## src/rtl/inst_fetch_pkg.sv

```systemverilog
// inst_fetch_pkg: shared CPU fetch types, defaults and address helper
package inst_fetch_pkg;
    localparam logic [31:0] RESET_PC_DEFAULT = 32'hBFC0_0000;
    localparam int FETCH_QUEUE_DEPTH = 4;
    typedef struct packed {
        logic [31:0] addr;
        logic [63:0] data;
        logic [1:0]  mask;
    } fetch_entry_t;
    function automatic logic [31:0] group_addr(input logic [31:0] pc);
        return pc & ~32'd7;
    endfunction
endpackage

```

## src/rtl/inst_fetch_if.sv

```systemverilog
// inst_fetch_if: instruction bus, redirect and decode-side handshake of the fetch unit
interface inst_fetch_if;
    logic        ibus_read;
    logic [31:0] ibus_address;
    logic        ibus_stall;
    logic        ibus_valid;
    logic [63:0] ibus_rddata;
    logic        redirect_valid;
    logic [31:0] redirect_pc;
    logic        out_valid;
    logic        out_ready;
    logic [31:0] out_inst;
    logic [31:0] out_pc;
    modport master (
        output ibus_read, ibus_address, out_valid, out_inst, out_pc,
        input  ibus_stall, ibus_valid, ibus_rddata, redirect_valid, redirect_pc, out_ready
    );
    modport slave (
        input  ibus_read, ibus_address, out_valid, out_inst, out_pc,
        output ibus_stall, ibus_valid, ibus_rddata, redirect_valid, redirect_pc, out_ready
    );
endinterface

```

## src/rtl/fetch_queue.sv

```systemverilog
// fetch_queue: circular buffer of fetch groups, popped one instruction word at a time
module fetch_queue
    import inst_fetch_pkg::*;
#(
    parameter int DEPTH = FETCH_QUEUE_DEPTH,
    parameter int CW = $clog2(DEPTH + 1)
) (
    input  logic          clk,
    input  logic          rst,
    input  logic          flush,
    input  logic          push,
    input  fetch_entry_t  push_entry,
    input  logic          pop,
    output logic          valid,
    output logic [31:0]   word,
    output logic [31:0]   pc,
    output logic [CW-1:0] count
);
    localparam int AW = DEPTH > 1 ? $clog2(DEPTH) : 1;
    fetch_entry_t mem_q [DEPTH];
    fetch_entry_t head;
    logic [AW-1:0] head_q, head_d, tail_q, tail_d;
    logic [CW-1:0] count_q, count_d;
    logic [1:0] mask_d;
    logic push_en, pop_en, retire;

    function automatic logic [AW-1:0] next_ptr(input logic [AW-1:0] p);
        return p == AW'(DEPTH - 1) ? '0 : p + AW'(1);
    endfunction

    always_comb begin
        head = mem_q[head_q];
        valid = count_q != '0;
        push_en = push && !flush;
        pop_en = pop && valid && !flush;
        mask_d = head.mask[0] ? {head.mask[1], 1'b0} : 2'b00;
        retire = pop_en && mask_d == 2'b00;
        word = !valid ? '0 : head.mask[0] ? head.data[31:0] : head.data[63:32];
        pc = !valid ? '0 : head.mask[0] ? head.addr : head.addr + 32'd4;
        head_d = flush ? '0 : retire ? next_ptr(head_q) : head_q;
        tail_d = flush ? '0 : push_en ? next_ptr(tail_q) : tail_q;
        count_d = flush ? '0 : count_q + CW'(push_en) - CW'(retire);
        count = count_q;
    end

    // A push and a pop never hit the same slot: that needs an empty or a full queue
    always_ff @(posedge clk) begin
        if (rst) begin
            head_q <= '0;
            tail_q <= '0;
            count_q <= '0;
        end else begin
            head_q <= head_d;
            tail_q <= tail_d;
            count_q <= count_d;
        end
        if (push_en) mem_q[tail_q] <= push_entry;
        if (pop_en) mem_q[head_q].mask <= mask_d;
    end
endmodule

```

## src/rtl/inst_fetch.sv

```systemverilog
// inst_fetch: PC sequencing and fetch FSM feeding a queue of two-instruction groups
module inst_fetch
    import inst_fetch_pkg::*;
#(
    parameter logic [31:0] RESET_PC = RESET_PC_DEFAULT,
    parameter int QUEUE_DEPTH = FETCH_QUEUE_DEPTH
) (
    input logic clk,
    input logic rst,
    inst_fetch_if.master bus
);
    localparam int CW = $clog2(QUEUE_DEPTH + 1);
    localparam logic [2:0] IDLE = 3'd0;
    localparam logic [2:0] REQ = 3'd1;
    localparam logic [2:0] WAIT = 3'd2;
    localparam logic [2:0] DROP_REQ = 3'd3;
    localparam logic [2:0] DROP_WAIT = 3'd4;

    logic [2:0] state_q, state_d;
    logic [31:0] pc_q, pc_d, req_pc_q, req_pc_d, drop_addr_q, drop_addr_d;
    logic [CW-1:0] count;
    logic redir, acc, push, pop, room_idle, room_push;
    fetch_entry_t push_entry;

    always_comb begin
        redir = bus.redirect_valid;
        bus.ibus_read = state_q == REQ || state_q == DROP_REQ;
        bus.ibus_address = state_q == REQ ? group_addr(pc_q) : state_q == DROP_REQ ? drop_addr_q : '0;
        acc = (state_q == REQ || state_q == DROP_REQ) && !bus.ibus_stall;
        push = state_q == WAIT && bus.ibus_valid && !redir;
        pop = bus.out_ready && !redir;
        room_idle = 32'(count) < QUEUE_DEPTH;
        room_push = 32'(count) + 32'd1 < QUEUE_DEPTH;
        push_entry = '{addr: group_addr(req_pc_q), data: bus.ibus_rddata, mask: req_pc_q[2] ? 2'b10 : 2'b11};
        pc_d = redir ? bus.redirect_pc & ~32'd3 : state_q == REQ && acc ? group_addr(pc_q) + 32'd8 : pc_q;
        req_pc_d = state_q == REQ && acc ? pc_q : req_pc_q;
        // a stalled stale request must keep its address while the PC moves on
        drop_addr_d = state_q == REQ && redir ? group_addr(pc_q) : drop_addr_q;
        state_d = state_q;
        case (state_q)
            IDLE:      state_d = redir || room_idle ? REQ : IDLE;
            REQ:       state_d = acc ? (redir ? DROP_WAIT : WAIT) : (redir ? DROP_REQ : REQ);
            WAIT:      state_d = redir ? (bus.ibus_valid ? REQ : DROP_WAIT)
                               : !bus.ibus_valid ? WAIT : room_push ? REQ : IDLE;
            DROP_REQ:  state_d = acc ? DROP_WAIT : DROP_REQ;
            DROP_WAIT: state_d = bus.ibus_valid ? REQ : DROP_WAIT;
            default:   state_d = IDLE;
        endcase
    end

    always_ff @(posedge clk) begin
        if (rst) begin
            state_q <= IDLE;
            pc_q <= RESET_PC & ~32'd3;
            req_pc_q <= '0;
            drop_addr_q <= '0;
        end else begin
            state_q <= state_d;
            pc_q <= pc_d;
            req_pc_q <= req_pc_d;
            drop_addr_q <= drop_addr_d;
        end
    end

    fetch_queue #(.DEPTH(QUEUE_DEPTH), .CW(CW)) u_queue (
        .clk(clk),
        .rst(rst),
        .flush(redir),
        .push(push),
        .push_entry(push_entry),
        .pop(pop),
        .valid(bus.out_valid),
        .word(bus.out_inst),
        .pc(bus.out_pc),
        .count(count)
    );
endmodule

```

## src/flat_wrapper.sv

```systemverilog
// flat-port wrapper written by rule: the top's interface ports become plain ports
module inst_fetch_flat import inst_fetch_pkg::*;
#(
    parameter logic [31:0] RESET_PC = RESET_PC_DEFAULT,
    parameter int QUEUE_DEPTH = FETCH_QUEUE_DEPTH
)
  (clk, rst, bus_ibus_read, bus_ibus_address, bus_out_valid, bus_out_inst, bus_out_pc, bus_ibus_stall, bus_ibus_valid, bus_ibus_rddata, bus_redirect_valid, bus_redirect_pc, bus_out_ready);
  inst_fetch_if bus_i ();
  input logic clk;
  input logic rst;
  output wire logic [$bits(bus_i.ibus_read)-1:0] bus_ibus_read;
  output wire logic [$bits(bus_i.ibus_address)-1:0] bus_ibus_address;
  output wire logic [$bits(bus_i.out_valid)-1:0] bus_out_valid;
  output wire logic [$bits(bus_i.out_inst)-1:0] bus_out_inst;
  output wire logic [$bits(bus_i.out_pc)-1:0] bus_out_pc;
  input wire logic [$bits(bus_i.ibus_stall)-1:0] bus_ibus_stall;
  input wire logic [$bits(bus_i.ibus_valid)-1:0] bus_ibus_valid;
  input wire logic [$bits(bus_i.ibus_rddata)-1:0] bus_ibus_rddata;
  input wire logic [$bits(bus_i.redirect_valid)-1:0] bus_redirect_valid;
  input wire logic [$bits(bus_i.redirect_pc)-1:0] bus_redirect_pc;
  input wire logic [$bits(bus_i.out_ready)-1:0] bus_out_ready;
  assign bus_ibus_read = bus_i.ibus_read;
  assign bus_ibus_address = bus_i.ibus_address;
  assign bus_out_valid = bus_i.out_valid;
  assign bus_out_inst = bus_i.out_inst;
  assign bus_out_pc = bus_i.out_pc;
  assign bus_i.ibus_stall = bus_ibus_stall;
  assign bus_i.ibus_valid = bus_ibus_valid;
  assign bus_i.ibus_rddata = bus_ibus_rddata;
  assign bus_i.redirect_valid = bus_redirect_valid;
  assign bus_i.redirect_pc = bus_redirect_pc;
  assign bus_i.out_ready = bus_out_ready;
  inst_fetch #(.RESET_PC(RESET_PC), .QUEUE_DEPTH(QUEUE_DEPTH)) u_core (.clk(clk), .rst(rst), .bus(bus_i));
endmodule
```

## config.mk

```make
export PLATFORM = sky130hd
export DESIGN_NAME = inst_fetch_flat
export DESIGN_NICKNAME = d
export VERILOG_FILES = /design/src/rtl/inst_fetch_pkg.sv /design/src/rtl/inst_fetch_if.sv /design/src/rtl/fetch_queue.sv /design/src/rtl/inst_fetch.sv /design/src/flat_wrapper.sv
export SDC_FILE = /design/constraint.sdc
export NUM_CORES = 1
export LEC_CHECK = 0
export CAP_MARGIN = 20
export CORE_ASPECT_RATIO = 1.75
export CORE_MARGIN = 5
export CORE_UTILIZATION = 35
export DETAILED_ROUTE_END_ITERATION = 10
export HOLD_SLACK_MARGIN = 0.03
export SYNTH_ARGS = -nofsm -noshare
export SYNTH_HDL_FRONTEND = slang
export SYNTH_SLANG_ARGS = --single-unit
```

## constraint.sdc

```tcl
create_clock -name clk -period 5.5 [get_ports clk]
set_input_delay 1.1 -clock clk [delete_from_list [all_inputs] [get_ports clk]]
set_output_delay 1.1 -clock clk [all_outputs]
set_load 0.01 [all_outputs]
```

**Yosys cells after proc, flatten, opt, wreduce, memory -nomap -nowiden**

Memory sizes are Yosys's and may differ from the RTL's. A register that Yosys moved wholly into a read port is not among the register bits.
Cells that the tools add are included.

- Bits in registers: 103
- RAM bits: 380
- Input bits: 102
- Memories kept: 1

Memory list:

| memory | depth | bits a word | rd ports | clocked after memory_dff | wr ports | line | text |
|---|---|---|---|---|---|---|---|
| u_core.u_queue.mem_q | 4 | 95 | 1 | 1 | 2 | fetch_queue.sv:20 | `fetch_entry_t mem_q [DEPTH];` |

- Add/sub/neg operators: 7
- Order comparisons: 2
- Equality and inequality tests: 6
- Mux-type cells: 28
- Reductions and logical operators: 19

Operators by type and width:

| cell | count |
|---|---|
| 32-bit two-way mux | 8 |
| 32-bit by 3-bit adder with 32-bit output, second input constant | 1 |
| 32-bit by 4-bit adder with 32-bit output, second input constant | 1 |
| 32-bit by 3-bit < comparator with 1-bit output, second input constant | 1 |
| 3-bit two-way mux | 6 |
| 3-bit case mux with 5 select lines | 1 |
| 2-bit two-way mux | 6 |
| 1-bit logical AND | 10 |
| 1-bit two-way mux | 7 |
| 3-bit by 2-bit equality test with 1-bit output, second input constant | 2 |
| 2-bit by 1-bit adder with 2-bit output, second input constant | 2 |
| 3-bit by 1-bit adder with 4-bit output, second input constant | 1 |
| 2-bit equality test, second input constant | 2 |
| 3-bit by 1-bit adder with 3-bit output | 1 |
| 3-bit by 1-bit equality test with 1-bit output, second input constant | 1 |
| 3-bit equality test, second input constant | 1 |
| 3-bit logical NOT | 1 |
| 3-bit < comparator, second input constant | 1 |
| 3-bit nonzero test | 1 |
| 3-bit by 1-bit subtractor with 3-bit output | 1 |
| 1-bit logical NOT | 2 |
| 2-bit logical NOT | 1 |
| 1-bit logical OR | 2 |
| 2-bit nonzero test | 1 |
| 2-bit OR reduction | 1 |

**Longest topological paths before layout**

- Depth in word-level cells: 7
- Gate-level depth with buffers: 11
- Mapped depth without buffers: 10

**Cells and area by module**

A second synthesis with hierarchy kept.

- Cells, all modules: 1374
- Area, all modules: 20389.6 um2

Modules (own cells, without submodules):

| module | instances | cells an instance | area each (um2) |
|---|---|---|---|
| fetch_queue | 1 | 804 | 15995.3 |
| inst_fetch | 1 | 570 | 4394.2 |

**Least setup slack after synthesis**

OpenSTA, ideal clock, no wires.

- Kind: input -> register
- Start: input bus_ibus_valid
- End: memory u_core.u_queue.mem_q[0][0] (netlist bit)
- Setup time: 0.282 ns
- Arrival: 4.747 ns
- Required time: 5.218 ns
- Path slack: 0.471 ns
- Cell stages on the path: 5
- Buffers on the path: 2
- Path through: nor4bb_1 clkbuf_1 and3_1 clkbuf_1 a221oi_1

RTL lines:

| element | line | text |
|---|---|---|
| start, declared | flat_wrapper.sv:17 | `input wire logic [$bits(bus_i.ibus_valid)-1:0] bus_ibus_valid;` |
| end, declared | fetch_queue.sv:20 |  |

==> results_dict.tcl <==
set metrics [dict create \
    grt_pass1_vias 12854 \
    yosys.area.top_type "edfxtp_1" \
    cts_tree "yes" \
    rows 115 \
    coreArea_um2 56000 \
    yosys_warnings 0 \
    worstSetupStartpointType "flop" \
    gp_congestion 0.824 \
    synthFlopType "edfxtp_1" \
    clk_path_buf_depth 3 \
    async_flop_share_pct 0 \
    diodes 0 \
    slew_headroom_pct 31.6 \
    drive_gt1_share_pct 8.56 \
    finalMaxSlewViolations 0 \
    sw_frac_of_total_pct 23.4 \
    p_clk_share_pct 39.1 \
    grt_pass1_wl_mm 74.0 \
    critPathRequiredTime_ns 4.40 \
    wl_mm 47.9 \
    slowest_stage "dfxtp_4" \
    critPathArrivalTime_ns 3.15 \
    drv_cap 0 \
    critical_path.max_fanout 58 \
    fin_tns_setup_ns 0 \
    root_buffer "clkbuf_16" \
    avgSynthCellArea_um2 12.8 \
    p_seq_share_pct 50.9 \
    die_w_um 189 \
    clkTransAtPathRegs_ns 0.07 \
    post-route-util_pct 42.6 \
    report.final.hold_viol_count 0 \
    p_leak_nw 7.69 \
    finalClockSkew_ns 0.0160 \
    numCtsBuffers 45 \
    hold_buffers 0 \
    grt_max_degree 130 \
    outcome "finished, final reports clean" \
    mappedNetlistArea_um2 19700 \
    yosysTopAreaCellShare_pct 57.4 \
    syn_inst 1530 \
    grt_usage_pct 15.3 \
    peakVddDrop_v 0.000241 \
    io_buffers 192 \
    h-tree-depth 2 \
    yosys-top-cells-count "376 x edfxtp_1, 282 x nand2_1, 105 x dfxtp_1, 100 x clkbuf_1, 80 x a21oi_1" \
    dp.cells 2338 \
    synth-seq-area-share_pct 68.1 \
    fp.dieArea_um2 61200 \
    clock_latency_ns 0.56 \
    area_growth_syn_to_layout_pct 21.3 \
    path_class "reg -> out" \
    die_y_um 323 \
    max_stage_delay_ns 1.02 \
    fin_nets 1797 \
    hold_path_class "reg -> reg" \
    viasPerCell 5.16 \
    end_kind "primary output" \
    synth_edf_count 376 \
    start_util_pct 35.1 \
    yosys_register_bits 481 \
    switching_power_mw 1.84 \
    power_density_nw_per_um2 331 \
    drt_iter0_markers 589 \
    drc 0 \
    crit_chain "buf_4 > a211oi_1 > a31oi_1 > a22o_1 > clkdlybuf4s50_1" \
    cts_resized 0 \
    antenna_found_initial 2 \
    timing.final.crit_period_ns 4.25 \
    via_count 12492 \
    drtAntennaViolNets 0 \
    p_comb_share_pct 10.0 \
    stdcell_count 2419 \
    setup_violations 0 \
    critPathTopFamily "buffers and inverters" \
    worst_slew_pin_slew_ns 1.03 \
    cts_setup_buffers 0 \
    path_buf_inv 2 \
    firstDrtPassIters 4 \
    finalCritPeriodShare_pct 77.2 \
    avgRoutedWirePerCell_um 19.8 \
    max_freq_ghz 0.236 \
    synth_most_common_cell "edfxtp_1" \
    rsz0062_at_grt "false" \
    p_int_mw 6.05 \
    cts_num_sinks 481 \
    dp_hpwl_mm 30.5 \
    ioPinCount 200 \
    grt.overflow.total 0 \
    yosys-top-cells-area "edfxtp_1 57%, dfxtp_1 11%, nand2_1 5.4%, mux4_2 3.4%, a211oi_1 2.9%" \
    synth_cell_type_count 54 \
]
==> stage by stage <==
stage	hold slack, ns	worst slack (ns)	total power [mW]	area (um^2)
floorplan	0.427	0.471	4.60	19700
global placement	0.438	1.78	4.87	22400
detailed placement	0.446	1.73	4.90	22400
CTS	0.456	1.13	8.00	23800
global route	0.470	0.981	8.22	23800
finish	0.456	1.25	7.89	23800
==> cell families after synthesis <==
group                      Yosys count  synth area share (%)
other                                1                0.0191
AOI/OAI and AO/OA                  282                  9.44
muxes                               64                  5.18
buffers and inverters              133                  2.71
xor gates and xnor gates            21                 0.936
DFF                                481                  68.1
and+or+nand+nor                    536                  12.8
adders and majority gates           12                 0.802
==> final timing paths <==
| path | startpoint | to | slack, ns | depth (start not counted) |
|---|---|---|---|---|
| worst min register to register | u_core.drop_addr_q[17] | u_core.drop_addr_q[17] | 0.46 | 2 |
| worst min-delay path | u_core.drop_addr_q[17] | u_core.drop_addr_q[17] | 0.46 | 2 |
| worst max-delay path | flop | bus_out_inst[17] | 1.25 | 5 |
| worst max register to register | u_core.state_q[1] | u_core.u_queue.mem_q[1][2] | 2.53 | 5 |
==> per-layer routing <==
layer / share of wire [%] / up-vias / GRT usage (%)
li1: - / 5926 / -
met1: 40 / 6218 / 17.8
met2: 54 / 294 / 29.1
met4: 2.0 / 2 / 4.13
met5: 0.027 / - / 0
met3: 4.3 / 52 / 2.40
==> registers in the layout (all words and copies together) (netlist names), named ones only <==
| signal | cells |
|---|---|
| u_core.u_queue.head_q | 2 |
| u_core.pc_q | 30 |
| u_core.u_queue.tail_q | 2 |
| u_core.drop_addr_q | 29 |
| u_core.state_q | 3 |
| u_core.u_queue.count | 3 |
| u_core.u_queue.mem_q | 380 |
| u_core.req_pc_q | 30 |
==> worst min-delay path, stage by stage, from the launching register on <==
cell and delay [ns]:
dfxtp_1 0.31, nand2_1 0.05, a21oi_1 0.05
==> power by group through the flow <==
stage	combinational, mW	sequential [mW]	clock (mW)
after floorplan	0.533	4.07	0
after CTS	0.803	4.02	3.18
after detailed placement	0.799	4.10	0
after global routing	0.872	4.02	3.32
after global placement	0.776	4.09	0
final	0.786	4.02	3.08
==> cell usage in the layout (no fill, tap or decap), drive strengths merged, types with 4 or more instances in the layout <==
cell,count
or3,7
nand3,13
a22o,32
bufinv,4
nand2b,7
nor3,19
a221oi,5
nor4,9
inv,15
a31oi,65
conb,5
buf,31
xnor2,18
mux4,30
nand2,282
clkinvlp,5
o21ai,13
and4,6
edfxtp,376
clkinv,18
and3,12
mux2i,33
and2,34
a21oi,80
ha,11
nor2,66
clkdlybuf4s50,191
a211oi,78
nand4,6
dfxtp,105
nor2b,65
clkbuf,52
==> cell type report <==
class                           instances  area (um^2)
Clock inverter                         29          270
Fill cell                            5122        32100
Inverter                               13         48.8
Tap cell                              702          878
Timing Repair Buffer                  222         2230
Clock buffer                           52         1190
Sequential cell                       481        13400
Multi-Input combinational cell        920         5810
(Power assumes the default switching activity.)
